$ cat src/rtl/ad1868_decoder.sv
// AD1868-style serial DAC stream decoder.
// Oversamples the asynchronous bit clock, data lines and latch strobes on
// i_mclk, reassembles each channel's IN_BITS-bit word, and presents the top
// 16 bits as signed PCM. Outputs mute if no latch edge is seen for TIMEOUT
// cycles.
module ad1868_decoder #(
  parameter int IN_BITS = 18,
  parameter int TIMEOUT = 24576
) (
  input  logic               i_mclk,
  input  logic               i_rst_x,
  input  logic               i_ck,
  input  logic               i_dl,
  input  logic               i_dr,
  input  logic               i_ll,
  input  logic               i_lr,
  output logic signed [15:0] o_data_l,
  output logic signed [15:0] o_data_r,
  output logic               o_valid_l,
  output logic               o_valid_r,
  output logic               o_active,
  output logic               o_err
);

  localparam int              TW       = $clog2(TIMEOUT + 1);
  localparam logic [TW-1:0]   TO_MAX   = TW'(TIMEOUT);
  localparam logic [4:0]      BITS_REQ = 5'(IN_BITS);
  localparam logic [4:0]      CNT_SAT  = 5'd31;

  // Bit positions of the five asynchronous inputs in the synchronizer vectors.
  localparam int CK = 0;
  localparam int DL = 1;
  localparam int DR = 2;
  localparam int LL = 3;
  localparam int LR = 4;

  logic [4:0]         s1, s2, s3;
  logic               ck_rise, ll_rise, lr_rise;
  logic [IN_BITS-1:0] sr_l, sr_r, sr_l_nx, sr_r_nx;
  logic [4:0]         cnt_l, cnt_r, cnt_l_nx, cnt_r_nx;
  logic [TW-1:0]      to_cnt;
  logic               take_l, take_r, mute;

  // Two-flop synchronizers plus a third stage for edge detection; data lines
  // share the same depth so they stay aligned with the bit clock.
  // NOTE: sequential state uses non-blocking assignments so every flop samples
  // the pre-edge value of its neighbours, giving a true shift chain.
  always_ff @(posedge i_mclk or negedge i_rst_x) begin
    if (!i_rst_x) begin
      s1 <= '0;
      s2 <= '0;
      s3 <= '0;
    end else begin
      s1 <= {i_lr, i_ll, i_dr, i_dl, i_ck};
      s2 <= s1;
      s3 <= s2;
    end
  end

  // Registered rise pulses. The data bit for a registered ck rise is the s2
  // value of the detection cycle, which sits in s3 one cycle later.
  always_ff @(posedge i_mclk or negedge i_rst_x) begin
    if (!i_rst_x) begin
      ck_rise <= 1'b0;
      ll_rise <= 1'b0;
      lr_rise <= 1'b0;
    end else begin
      ck_rise <= s2[CK] & ~s3[CK];
      ll_rise <= s2[LL] & ~s3[LL];
      lr_rise <= s2[LR] & ~s3[LR];
    end
  end

  // Post-shift view of each channel, so a bit clock and latch landing in the
  // same cycle capture the new bit and count it.
  // NOTE: every signal driven here gets a default first, so no path leaves a
  // value unassigned and no latch is inferred.
  always_comb begin
    sr_l_nx  = sr_l;
    sr_r_nx  = sr_r;
    cnt_l_nx = cnt_l;
    cnt_r_nx = cnt_r;
    if (ck_rise) begin
      sr_l_nx = {sr_l[IN_BITS-2:0], s3[DL]};
      sr_r_nx = {sr_r[IN_BITS-2:0], s3[DR]};
      if (cnt_l != CNT_SAT) cnt_l_nx = cnt_l + 5'd1;
      if (cnt_r != CNT_SAT) cnt_r_nx = cnt_r + 5'd1;
    end
    take_l = ll_rise && (cnt_l_nx >= BITS_REQ);
    take_r = lr_rise && (cnt_r_nx >= BITS_REQ);
    // Mute exactly on the cycle the idle counter reaches TIMEOUT; a latch
    // edge in that cycle takes priority.
    mute   = !(ll_rise || lr_rise) && (to_cnt == TO_MAX - 1'b1);
  end

  // Shift registers, bit counters, idle timer and the registered outputs.
  always_ff @(posedge i_mclk or negedge i_rst_x) begin
    if (!i_rst_x) begin
      sr_l      <= '0;
      sr_r      <= '0;
      cnt_l     <= '0;
      cnt_r     <= '0;
      to_cnt    <= '0;
      o_data_l  <= '0;
      o_data_r  <= '0;
      o_valid_l <= 1'b0;
      o_valid_r <= 1'b0;
      o_active  <= 1'b0;
      o_err     <= 1'b0;
    end else begin
      sr_l      <= sr_l_nx;
      sr_r      <= sr_r_nx;
      cnt_l     <= ll_rise ? 5'd0 : cnt_l_nx;
      cnt_r     <= lr_rise ? 5'd0 : cnt_r_nx;
      o_valid_l <= take_l;
      o_valid_r <= take_r;
      o_err     <= (ll_rise && !take_l) || (lr_rise && !take_r);

      if (ll_rise || lr_rise) begin
        to_cnt <= '0;
      end else if (to_cnt != TO_MAX) begin
        to_cnt <= to_cnt + 1'b1;
      end

      if (take_l) begin
        o_data_l <= sr_l_nx[IN_BITS-1 -: 16];
      end else if (mute) begin
        o_data_l <= '0;
      end

      if (take_r) begin
        o_data_r <= sr_r_nx[IN_BITS-1 -: 16];
      end else if (mute) begin
        o_data_r <= '0;
      end

      if (take_l || take_r) begin
        o_active <= 1'b1;
      end else if (mute) begin
        o_active <= 1'b0;
      end
    end
  end

endmodule

$ cat config.mk
export PLATFORM = sky130hd
export DESIGN_NAME = ad1868_decoder
export DESIGN_NICKNAME = d
export VERILOG_FILES = /design/src/rtl/ad1868_decoder.sv
export SDC_FILE = /design/constraint.sdc
export NUM_CORES = 1
export LEC_CHECK = 0
export CORE_ASPECT_RATIO = 1.25
export CORE_UTILIZATION = 55
export CTS_CLUSTER_SIZE = 40
export DETAILED_ROUTE_END_ITERATION = 6
export GPL_ROUTABILITY_DRIVEN = 0
export MAX_ROUTING_LAYER = met4
export PLACE_DENSITY = 0.81
export SLEW_MARGIN = 20
export SYNTH_ARGS = -nofsm -noshare
export SYNTH_HDL_FRONTEND = slang
export SYNTH_SLANG_ARGS = --single-unit
$ cat constraint.sdc
create_clock -name i_mclk -period 2.5 [get_ports i_mclk]
set_input_delay 0.25 -clock i_mclk [delete_from_list [all_inputs] [get_ports i_mclk]]
set_output_delay 0.25 -clock i_mclk [all_outputs]
set_load 0.01 [all_outputs]
## Yosys cells after proc, flatten, opt, wreduce, memory -nomap -nowiden

Index checks and enable logic that the tools add are counted.

- Add/subtract/negate cells: 3
- Order comparisons: 2
- Equality and inequality tests: 4
- Mux-type cells: 15
- Bitwise gates (word level): 6
- Reduce and logical (&&, ||, !) cells: 15

Operator list:

| cell | number |
|---|---|
| 2-to-1 mux 16 bit | 3 |
| 2-to-1 mux 18 bit | 2 |
| 2-to-1 mux 15 bit | 2 |
| 2-to-1 mux 5 bit | 6 |
| adder 15 x 1 -> 15 bit, second input constant | 1 |
| == test 15 bit, second input constant | 1 |
| != test 15 bit, second input constant | 1 |
| adder 5 x 1 -> 5 bit, second input constant | 2 |
| >= comparator 5 bit, second input constant | 2 |
| != test 5 bit, second input constant | 2 |
| nonzero test 2 bit | 4 |
| logical AND 1 bit | 5 |
| AND 1 bit | 3 |
| zero test 1 bit | 3 |
| logical OR 1 bit | 3 |
| inverter 1 bit | 3 |
| 2-to-1 mux 1 bit | 2 |

- Bits in registers: 115
- Input port bits: 7
- Output and inout port bits: 36
- Logic and storage cells: 64

## Depth between registers and ports, before layout

- Word-level depth: 8
- Mapped depth: 7
- Gate-level depth less buffers: 7

## Worst setup path after synthesis

No wires, ideal clock.

- Path type: register -> register
- From: register cnt_l[0]
- To: register o_data_l[10]
- Library setup time: 0.125 ns
- Arrival: 2.026 ns
- Required time: 2.375 ns
- Setup slack: 0.349 ns
- Cell stages (with the launch flop): 8
- Buffers on the path: 1
- Period minus slack after synthesis: 2.151 ns
- Cell sequence: dfrtp_1 -> ha_1 -> nand2_1 -> a21oi_1 -> mux2_2 -> a311oi_4 -> buf_8 -> mux2_4

- Longest elaborated chain between the ends: 6
- Elaborated cells on any way between the ends: 8
- Classes of those cells: add/sub (1); order compare (1); eq/ne (1); mux (3); reduce/logical (2)

RTL lines:

| item | line | source |
|---|---|---|
| from (decl) | 40 | `logic [4:0] cnt_l, cnt_r, cnt_l_nx, cnt_r_nx;` |
| from (signal assigned) | 113 | `cnt_l <= ll_rise ? 5'd0 : cnt_l_nx;` |
| adder 5 x 1 -> 5 bit / != test 5 bit (equally long branches) | 86 | `if (cnt_l != CNT_SAT) cnt_l_nx = cnt_l + 5'd1;` |
| 2-to-1 mux 5 bit | 86 |  |
| 2-to-1 mux 5 bit (*) | 83 | `if (ck_rise) begin` |
| >= comparator 5 bit (*) | 89 | `take_l = ll_rise && (cnt_l_nx >= BITS_REQ);` |
| logical AND 1 bit (*) | 89 |  |
| net take_l | 42 | `logic take_l, take_r, mute;` |
| 2-to-1 mux 16 bit / nonzero test 2 bit (equally long branches) | n/a |  |
| to (signal assigned) | 126 | `o_data_l <= sr_l_nx[IN_BITS-1 -: 16];` |
| to (decl) | 17 | `output logic signed [15:0] o_data_l,` |

Mark *: on every way through the listed nets, which the timed path passes. The rest lies on a longest branch.
A chain may end at the register's enable or synchronous reset.

## Worst setup path after layout

- From: register cnt_r[0]
- To: register o_data_r[13]

- Longest elaborated chain between the ends: 6
- Elaborated cells on any way between the ends: 8
- Classes of those cells: add/sub (1); order compare (1); eq/ne (1); mux (3); reduce/logical (2)

RTL lines:

| item | line | source |
|---|---|---|
| from (decl) | 40 |  |
| from (signal assigned) | 114 | `cnt_r <= lr_rise ? 5'd0 : cnt_r_nx;` |
| adder 5 x 1 -> 5 bit / != test 5 bit (equally long branches) | 87 | `if (cnt_r != CNT_SAT) cnt_r_nx = cnt_r + 5'd1;` |
| 2-to-1 mux 5 bit | 87 |  |
| 2-to-1 mux 5 bit (*) | 83 |  |
| >= comparator 5 bit (*) | 90 | `take_r = lr_rise && (cnt_r_nx >= BITS_REQ);` |
| logical AND 1 bit (*) | 90 |  |
| 2-to-1 mux 16 bit / nonzero test 2 bit (equally long branches) | n/a |  |
| to (signal assigned) | 132 | `o_data_r <= sr_r_nx[IN_BITS-1 -: 16];` |
| to (decl) | 18 | `output logic signed [15:0] o_data_r,` |

Every way passes the cells marked *; elsewhere a longest branch is shown, timed or not.

==> metrics.md <==
| Metric | Value |
|---|---|
| Status | `finished, violations left` |
| Violated checks | `design-rule violations` |
| Register-to-register setup slack | `0.29 ns` |
| Most frequent cells in the layout | `dfrtp_1, mux2_2, clkdlybuf4s50_1` |
| Core area | `8240 um^2` |
| Ports | `43` |
| Max stage delay on crit path | `0.56 ns` |
| Post-synth EDFFs | `0` |
| Post-CTS Resized | `0` |
| Top FF cell, synth | `dfrtp_1` |
| Final critical-path share of the clock period | `88.3%` |
| Die Ht | `105 um` |
| First-pass GRT wire length | `13.8 mm` |
| Max Cap Viol | `0` |
| # rows | `37` |
| Syn_area_per_cell | `13.6 um^2` |
| Initial antenna violation count | `0` |
| Cell count after synthesis | `343` |
| Drt first pass iters | `6` |
| Endpoints failing hold | `0` |
| N_diodes | `0` |
| Max Fclk | `0.453 GHz` |
| Crit. End Element | `flip-flop` |
| Final setup viols | `0` |
| Die footprint | `8850 um^2` |
| Synth Area in Compound Gates | `5.61%` |
| GRT Overall Usage | `20.9%` |
| Post-CTS repair timing setup buffer count | `0` |
| Mapped cell area | `4660 um^2` |
| Syn nets | `354` |
| Final min period | `2.21 ns` |
| Vias in the first global route | `2913` |
| CTS Sinks | `115` |
| Combinational family with the most area after synthesis | `multiplexers` |
| Clk pin slew, worst setup/hold paths | `0.06 ns` |
| Total wire length | `8.10 mm` |
| Setup TNS | `0 ns` |
| R2r worst-path depth | `7` |
| Max transition margin | `57.7%` |
| Final ANT Viol Nets | `0` |
| Worst Hold Path Cells | `1` |
| Cell leakage power | `2.87 nW` |
| Nets@finish | `411` |
| Post-route cell area | `5790 um^2` |
| Fill cell count | `559` |
| Maximum vdd drop | `0.530 mV` |
| Dpl ws | `0.302 ns` |
| Largest net degree at the start of global routing | `52` |
| DRC viols | `3` |
| Wire per inst | `15.9 um` |
| Share of Yosys cell area claimed by the top area cell type | `61.7%` |
| Mux share of post-synthesis cell area | `13.9%` |
| Critical-path top delay cell | `a21boi_0` |
| TritonCTS Buffers | `17` |
| Hold_buf cts | `1` |
| CTS Root Cell | `clkbuf_8` |
| Crit path required time | `2.89 ns` |
| Critical Path AT | `2.60 ns` |
| I/O Buffers | `42` |
| Synth area leaders | `dfrtp_1, mux2_2, a21o_1` |
| Drt first-iter violations | `165` |
| Initial Util | `56.6%` |
| Die span in x | `84.3 um` |
| Utilization of the core after routing | `70.2%` |
| DR vias/cell | `5.47` |
| Post-Route Skew | `0.0102 ns` |
| Max Buffers Root-to-Sink | `2` |
| Dpl hpwl | `4.94 mm` |
| H-tree depth | `4` |
| XOR/XNOR share of the synthesized area | `3.35%` |
| Post-synth ARST share | `100%` |
| Post-Synth Simple-Gate Area | `12.4%` |
| Power per Cell Area | `869 nW/um^2` |
| Worst-margin pin slew | `0.629 ns` |
| CTS tree | `done` |
| Cell accounting for the most synthesized area | `dfrtp_1` |
| Clock latency on the worst-skew pair | `0.51 ns` |
| Sequential fraction of the synthesis area | `61.7%` |
| Yosys reg bits | `115` |
| RSZ-0062 raised after global routing | `no` |
| Total congestion overflow | `0` |
| Hold Crit Class | `input pin to flip-flop` |
| Crit Path Category | `flip-flop to flip-flop` |
| CP Launch Type | `flip-flop` |
| Commonest non-fill, non-tap cell in the layout | `dfrtp_1` |
| Dpl cells | `477` |
| DP Area | `5200 um^2` |
| Critical Path Fanout Max | `16` |
| Post-synthesis adder-cell area fraction | `1.07%` |
| Synthesis-to-finish area growth | `24.1%` |
| Distinct cell type count after synthesis | `43` |
| Ratio of cells with drive above 1 in the final layout | `24.7%` |
| Non-Filler Instances | `510` |
| Final worst slack | `0.293 ns` |
| Syn. warnings | `0` |
| Via count | `2788` |
| Slew Viols, Final | `0` |
| CP Cell Sequence | `ha_1 -> nand4_1 -> a21boi_0 -> o41ai_4 -> buf_4 -> and3_1 -> a21o_1` |
layout make-up:
class | count | area, um^2 | area share (%)
clock buffers | 18 | 418 | 7.22
clock inverters | 14 | 156 | 2.70
inverters | 5 | 18.8 | 0.324
multi-input cells | 210 | 1690 | 29.3
flip-flops and latches | 115 | 2880 | 49.8
well taps | 97 | 121 | 2.10
repair buffers | 51 | 500 | 8.65
critical path, delay by kind of cell, from the launching register on:
kind,cells,cell delay [ns]
buf+inv,1,0.21
simple gates,2,0.36
flops,1,0.38
fa+ha+maj,1,0.26
compound gates,3,0.89
metrics by stage:
step                      power (mW)  hold slack (ns)
final                           5.03            0.181
after global placement          2.72            0.230
after CTS                       5.06            0.169
after detailed placement        2.76            0.233
after global routing            5.22            0.160
after floorplan                 2.59          -0.0456
state kept, by name, indices dropped and copies added, names as in the netlist, 5 cells and up:
| name | flops |
|---|---|
| s3 | 5 |
| s1 | 5 |
| to_cnt | 15 |
| cnt_r | 5 |
| cnt_l | 5 |
| o_data_r | 16 |
| s2 | 5 |
| o_data_l | 16 |
| sr_l | 18 |
| sr_r | 18 |
Yosys cell counts, types with 2 or more instances:
library cell  number
and3_1            19
and2_0             4
a21oi_1            4
buf_2              3
xnor2_1            5
and4_1             4
and2_1            13
a31oi_1            2
mux2_2            46
ha_1               4
nor4_1             2
nand2_1            8
dfrtp_1          115
nor2b_1            3
nand3_1            7
nor2_1            30
clkbuf_1           7
a21boi_0           2
mux2_4             8
inv_1              4
xor2_1            11
a21o_1            16
nand4_1            6
cells by family (layout without fill, tap and decap cells):
group	after synthesis	count (layout)
flip-flops	115	115
AND/OR/NAND/NOR	103	103
multiplexers	55	55
AO/OA/AOI/OAI	31	31
buffers and inverters	18	88
XOR/XNOR	17	17
adder cells (fa/ha/maj)	4	4
layer usage:
layer	up-vias	track usage, %	routed length, um
li1	1309	-	-
met1	1423	25.0	3570
met2	48	34.2	4230
met3	8	6.24	191
met4	0	6.54	100
met5	-	-	0
power breakdown:
| part | switching, mW | leakage, nW | total, mW | internal (mW) |
|---|---|---|---|---|
| logic | 0.221 | 1.09 | 0.461 | 0.240 |
| clock network | 0.873 | 0.268 | 2.30 | 1.43 |
| registers | 0.148 | 1.51 | 2.27 | 2.12 |
path summary, 6_finish.rpt:
path,from,endpoint
max in group asynchronous,i_rst_x,ck_rise
min in group asynchronous,i_rst_x,o_data_l[10]
max,cnt_r[0],o_data_r[13]
min reg2reg,s1[3],s2[3]
min,i_dr,s1[2]
max reg2reg,cnt_r[0],o_data_r[13]
(Power assumes the default switching activity.)
